[config.mk]
export PLATFORM = sky130hd
export DESIGN_NAME = fetch_sequencer
export DESIGN_NICKNAME = d
export VERILOG_FILES = /design/src/rtl/fetch_sequencer.sv
export SDC_FILE = /design/constraint.sdc
export NUM_CORES = 1
export LEC_CHECK = 0
export BUFFER_PORTS_ARGS = -buffer_cell sky130_fd_sc_hd__buf_2
export CAP_MARGIN = 20
export CELL_PAD_IN_SITES_DETAIL_PLACEMENT = 1
export CELL_PAD_IN_SITES_GLOBAL_PLACEMENT = 1
export CORE_ASPECT_RATIO = 1.75
export CORE_MARGIN = 8
export CORE_UTILIZATION = 35
export DETAILED_ROUTE_END_ITERATION = 10
export PLACE_DENSITY_LB_ADDON = 0.1
export SYNTH_ARGS = -nofsm -noshare
export SYNTH_HDL_FRONTEND = slang
export SYNTH_SLANG_ARGS = --single-unit
[constraint.sdc]
create_clock -name clk -period 1.5 [get_ports clk]
set_clock_uncertainty 0.1 [all_clocks]
set_input_delay 0.075 -clock clk [delete_from_list [all_inputs] [get_ports clk]]
set_output_delay 0.075 -clock clk [all_outputs]
set_load 0.03 [all_outputs]
[src/rtl/fetch_sequencer.sv]
// rtl/fetch_sequencer.sv - microcode fetch/sequencing controller for the ROM-driven datapath
module fetch_sequencer #(
  parameter int ROM_addressBits = 6,
  parameter int RF_addressBits  = 3,
  parameter int W               = 4 + 2 * RF_addressBits
) (
  input  logic                       clk,
  input  logic                       rst_n,
  input  logic                       start,
  output logic                       ROM_readEnable,
  output logic [ROM_addressBits-1:0] ROM_address,
  input  logic [W-1:0]               ROM_data,
  output logic [W-1:0]               instruction,
  output logic                       instr_valid,
  input  logic                       exec_done,
  input  logic                       zero_flag,
  input  logic                       neg_flag,
  output logic                       halted
);

  localparam int AW = ROM_addressBits;
  localparam int IW = 2 * RF_addressBits;

  localparam logic [3:0] OP_JMP  = 4'b1011;
  localparam logic [3:0] OP_BRZ  = 4'b1100;
  localparam logic [3:0] OP_BRN  = 4'b1101;
  localparam logic [3:0] OP_HALT = 4'b1111;

  typedef enum logic [2:0] {
    S_IDLE   = 3'd0,
    S_FETCH  = 3'd1,
    S_LOAD   = 3'd2,
    S_EXEC   = 3'd3,
    S_HALTED = 3'd4
  } state_t;

  state_t        state;
  logic [AW-1:0] pc;

  // Immediate field widened or narrowed to the PC width; widths may differ
  // between parameterisations so go through a buffer wide enough for both.
  function automatic logic [AW-1:0] to_target(input logic [IW-1:0] imm);
    logic [AW+IW-1:0] ext;
    ext = {{AW{1'b0}}, imm};
    return ext[AW-1:0];
  endfunction

  logic [3:0]    opcode;
  logic [AW-1:0] target;
  logic [AW-1:0] pc_next_seq;

  // Decode of the captured instruction; only consulted in EXEC
  always_comb begin
    opcode      = instruction[W-1:W-4];
    target      = to_target(instruction[IW-1:0]);
    pc_next_seq = pc + 1'b1;
  end

  // The ROM address is the PC register itself, so it is registered by construction
  assign ROM_address = pc;

  // Sequencer FSM with registered strobes; outputs are set on the edge entering each state
  always_ff @(posedge clk or negedge rst_n) begin
    if (!rst_n) begin
      state          <= S_IDLE;
      pc             <= '0;
      instruction    <= '0;
      ROM_readEnable <= 1'b0;
      instr_valid    <= 1'b0;
      halted         <= 1'b0;
    end else begin
      case (state)
        S_IDLE: begin
          if (start) begin
            state          <= S_FETCH;
            ROM_readEnable <= 1'b1;
          end
        end

        S_FETCH: begin
          state          <= S_LOAD;
          ROM_readEnable <= 1'b0;
        end

        S_LOAD: begin
          instruction <= ROM_data;
          instr_valid <= 1'b1;
          state       <= S_EXEC;
        end

        S_EXEC: begin
          case (opcode)
            OP_JMP: begin
              pc             <= target;
              state          <= S_FETCH;
              instr_valid    <= 1'b0;
              ROM_readEnable <= 1'b1;
            end
            OP_BRZ: begin
              pc             <= zero_flag ? target : pc_next_seq;
              state          <= S_FETCH;
              instr_valid    <= 1'b0;
              ROM_readEnable <= 1'b1;
            end
            OP_BRN: begin
              pc             <= neg_flag ? target : pc_next_seq;
              state          <= S_FETCH;
              instr_valid    <= 1'b0;
              ROM_readEnable <= 1'b1;
            end
            OP_HALT: begin
              state       <= S_HALTED;
              instr_valid <= 1'b0;
              halted      <= 1'b1;
            end
            default: begin
              // Datapath op: wait for the datapath to retire it
              if (exec_done) begin
                pc             <= pc_next_seq;
                state          <= S_FETCH;
                instr_valid    <= 1'b0;
                ROM_readEnable <= 1'b1;
              end
            end
          endcase
        end

        S_HALTED: begin
          halted         <= 1'b1;
          instr_valid    <= 1'b0;
          ROM_readEnable <= 1'b0;
        end

        default: begin
          state          <= S_IDLE;
          ROM_readEnable <= 1'b0;
          instr_valid    <= 1'b0;
        end
      endcase
    end
  end

endmodule

==> impl_metrics.yaml <==
worst_setup_path:
  r2r-start: "instruction[7]"
  worst-path-max-fanout: 5
  reg2regPathDepth: 4
  r2r_slack_ns: -0.21
  critPathKind: "flop to flop"
  timing.critical_path.from: "instruction[7]"
  critPathArrivalTime_ns: 1.77
  worstSetupEndpoint: "ROM_address[5]"
  crit_path_end_kind: "flop"
  critPathLaunchType: "flop"
  r2r_end: "ROM_address[5]"
  required_ns: 1.56
finish:
  nets: 186
  multi_input_area_um2: 653
  fin_area_um2: 1820
  nFillCells: 376
  num_antenna_cells: 0
  drive_above_1_share_pct: 56.0
  area.growth.synth_to_final_pct: 59.5
  register_area_um2: 556
logic_synthesis:
  synth_top_area_cell: "dfrtp_1"
  synth-xor-area-share_pct: 0
  ys_seq_area_share_pct: 48.2
  netlist_area_um2: 1140
  synth_top_family_by_area: "compound AO/OA/AOI/OAI gates"
  synthArstFlopShare_pct: 100
  yosys.cell_count.top_type: "dfrtp_1"
  synth_adder_area_share_pct: 1.10
  synth_edf_count: 0
  synth.distinct_cells: 37
  syn_inst: 96
  synthFlopType: "dfrtp_1"
  yosys_warnings: 0
  synth_mux_area_share_pct: 15.3
  synth-compound-area-share_pct: 16.8
  syn_area_per_cell_um2: 11.9
  synthSimpleGateAreaFrac_pct: 16.2
  synth_top_area_share_pct: 48.2
  yosys-top-cells-area: "dfrtp_1 (48%), mux2_2 (12%), mux2i_1 (3.5%)"
  ys_ff_latch: 22
  synth_nets: 113
  ys_top_cells_by_count: "dfrtp_1 (22), mux2_2 (12), o21ai_0 (7)"
route:
  wl_per_cell_um: 16.8
  first_pass_iters: 2
  routed_wl_um: 3540
  via_count: 1080
  drc: 0
  viasPerCell: 5.12
  ant_nets: 0
  drt_iter0_markers: 16
floorplanning:
  rows: 27
  start_util_pct: 36.4
  io_pins: 35
  die_area_um2: 5420
  die_w_um: 59.2
  fp.dieH_um: 91.6
  core_um2: 3140
status:
  status: "complete, but fails checks"
  failed_checks: "setup timing"
place:
  place.port_buffers: 34
  placed_area_um2: 1520
  place_congestion: 0.790
  hpwlAfterDp_um: 2560
  pre_cts_slack_ns: -0.237
global_route:
  antenna_found_initial: 0
  grt_pass1_vias: 1297
  grt_remaining_overflow: 0
  grt_pass1_wl_um: 5910
  grt_use_total_pct: 13.9
  grt_max_degree: 23
power:
  vdd_drop_max_mv: 1.37
  power_density_nw_per_um2: 2460
  p_leak_nw: 0.861
clock_tree:
  clkLatencyLatePin_ns: 0.26
  cts_tree: "built"
  cts.path.max_buffers: 2
  h-tree-depth: 1
  clock_sinks: 22
  clkTransAtPathRegs_ns: 0.08
  root_buffer: "clkbuf_8"
  cts_buffers: 3
hold_path:
  hp-class: "primary input to flop"
timing:
  fmax_mhz: 584
  rsz0062_at_grt: "true"
  fin_crit_ns: 1.71
  fin_ws_ns: -0.211
  hold_viol_final: 0
  setup_viol: 7
  hold_slack_ns: 0.0648
  maxSlewHeadroom_pct: 64.7
  min_period_over_period_pct: 114
  slew_violations: 0
  tightest_slew_ns: 0.530
  tns_ns: -1.31
job:
  cap_violations: 0
[metrics by stage]
step	power, mW	std cells	utilization, %
2_1_floorplan	2.77	96	-
3_3_place_gp	3.63	189	48.5
3_5_place_dp	3.73	189	48.5
4_1_cts	4.33	208	55.6
5_1_grt	4.78	211	58.0
6_report	4.48	211	58.0
[cells in the final DEF, fill, tap and decap left out, types with 2 or more instances in the layout]
cell | Yosys | final
buf_4 | 0 | 18
inv_1 | 3 | 3
dlygate4sd3_1 | 0 | 11
nand3_1 | 5 | 5
o211ai_1 | 3 | 3
buf_2 | 1 | 34
dfrtp_1 | 22 | 18
a21oi_1 | 3 | 2
or2_4 | 0 | 2
mux2_4 | 0 | 11
nand4_1 | 2 | 2
nor2_1 | 5 | 5
mux2i_1 | 4 | 4
dfrtp_2 | 0 | 4
o21ai_0 | 7 | 7
nand3b_1 | 2 | 2
nand2_1 | 2 | 2
clkbuf_8 | 0 | 3
buf_6 | 1 | 6
[cell families (layout without fill, tap and decap cells)]
family,after synthesis,after routing
and+or+nand+nor,27,27
DFF,22,22
buffers and inverters,5,77
muxes,16,16
adders and majority gates,1,1
AOI/OAI and AO/OA,25,25
[layer usage]
metal	part of all wire, %	GRT usage (%)
met1	37	12.5
met5	0	0
met2	58	26.7
met3	3.0	2.82
met4	2.1	7.23
[report_power, final]
| group | total (mW) | internal, mW | switching (mW) |
|---|---|---|---|
| Clock | 0.387 | 0.190 | 0.198 |
| Sequential | 1.18 | 0.901 | 0.274 |
| Combinational | 2.91 | 1.40 | 1.51 |
| Total | 4.48 | 2.49 | 1.99 |
[timing repair]
item,4_1_cts,5_1_grt
pin swaps,4,4
hold endpoints to repair,32,0
hold buffers,11,0
setup buffers,5,3
setup endpoints to repair,9,19
resized for setup,10,14
[area by class of cell]
| cell class | instances | area share, % |
|---|---|---|
| Clock buffer | 4 | 2.47 |
| Sequential cell | 22 | 30.5 |
| Inverter | 3 | 0.618 |
| Tap cell | 43 | 2.95 |
| Multi-Input combinational cell | 69 | 35.9 |
| Timing Repair Buffer | 70 | 27.6 |
[worst max-delay path: stages, from the launching register on]
cell and delay, ns:
dfrtp_2 0.42, and4bb_2 0.26, o31ai_4 0.29, mux2_4 0.32, o22a_2 0.21
[state kept, by name, indices dropped and copies added (netlist names)]
| signal | flops |
|---|---|
| instr_valid | 1 |
| ROM_readEnable | 1 |
| ROM_address | 6 |
| state | 3 |
| instruction | 10 |
| halted | 1 |
[worst min-delay path by stage]
| stage | start | endpoint | slack [ns] | cells past startpoint |
|---|---|---|---|---|
| 6_report | start | state[0] | 0.06 | 4 |
| 5_1_grt | start | state[0] | 0.12 | 4 |
| 4_1_cts | start | state[0] | 0.06 | 4 |
| 3_5_place_dp | rst_n | instruction[2] | -0.02 | 1 |
| 3_3_place_gp | rst_n | instruction[2] | -0.03 | 1 |
| 2_1_floorplan | rst_n | ROM_address[0] | -0.32 | 0 |
No activity file was read; power rests on OpenSTA's default activity.
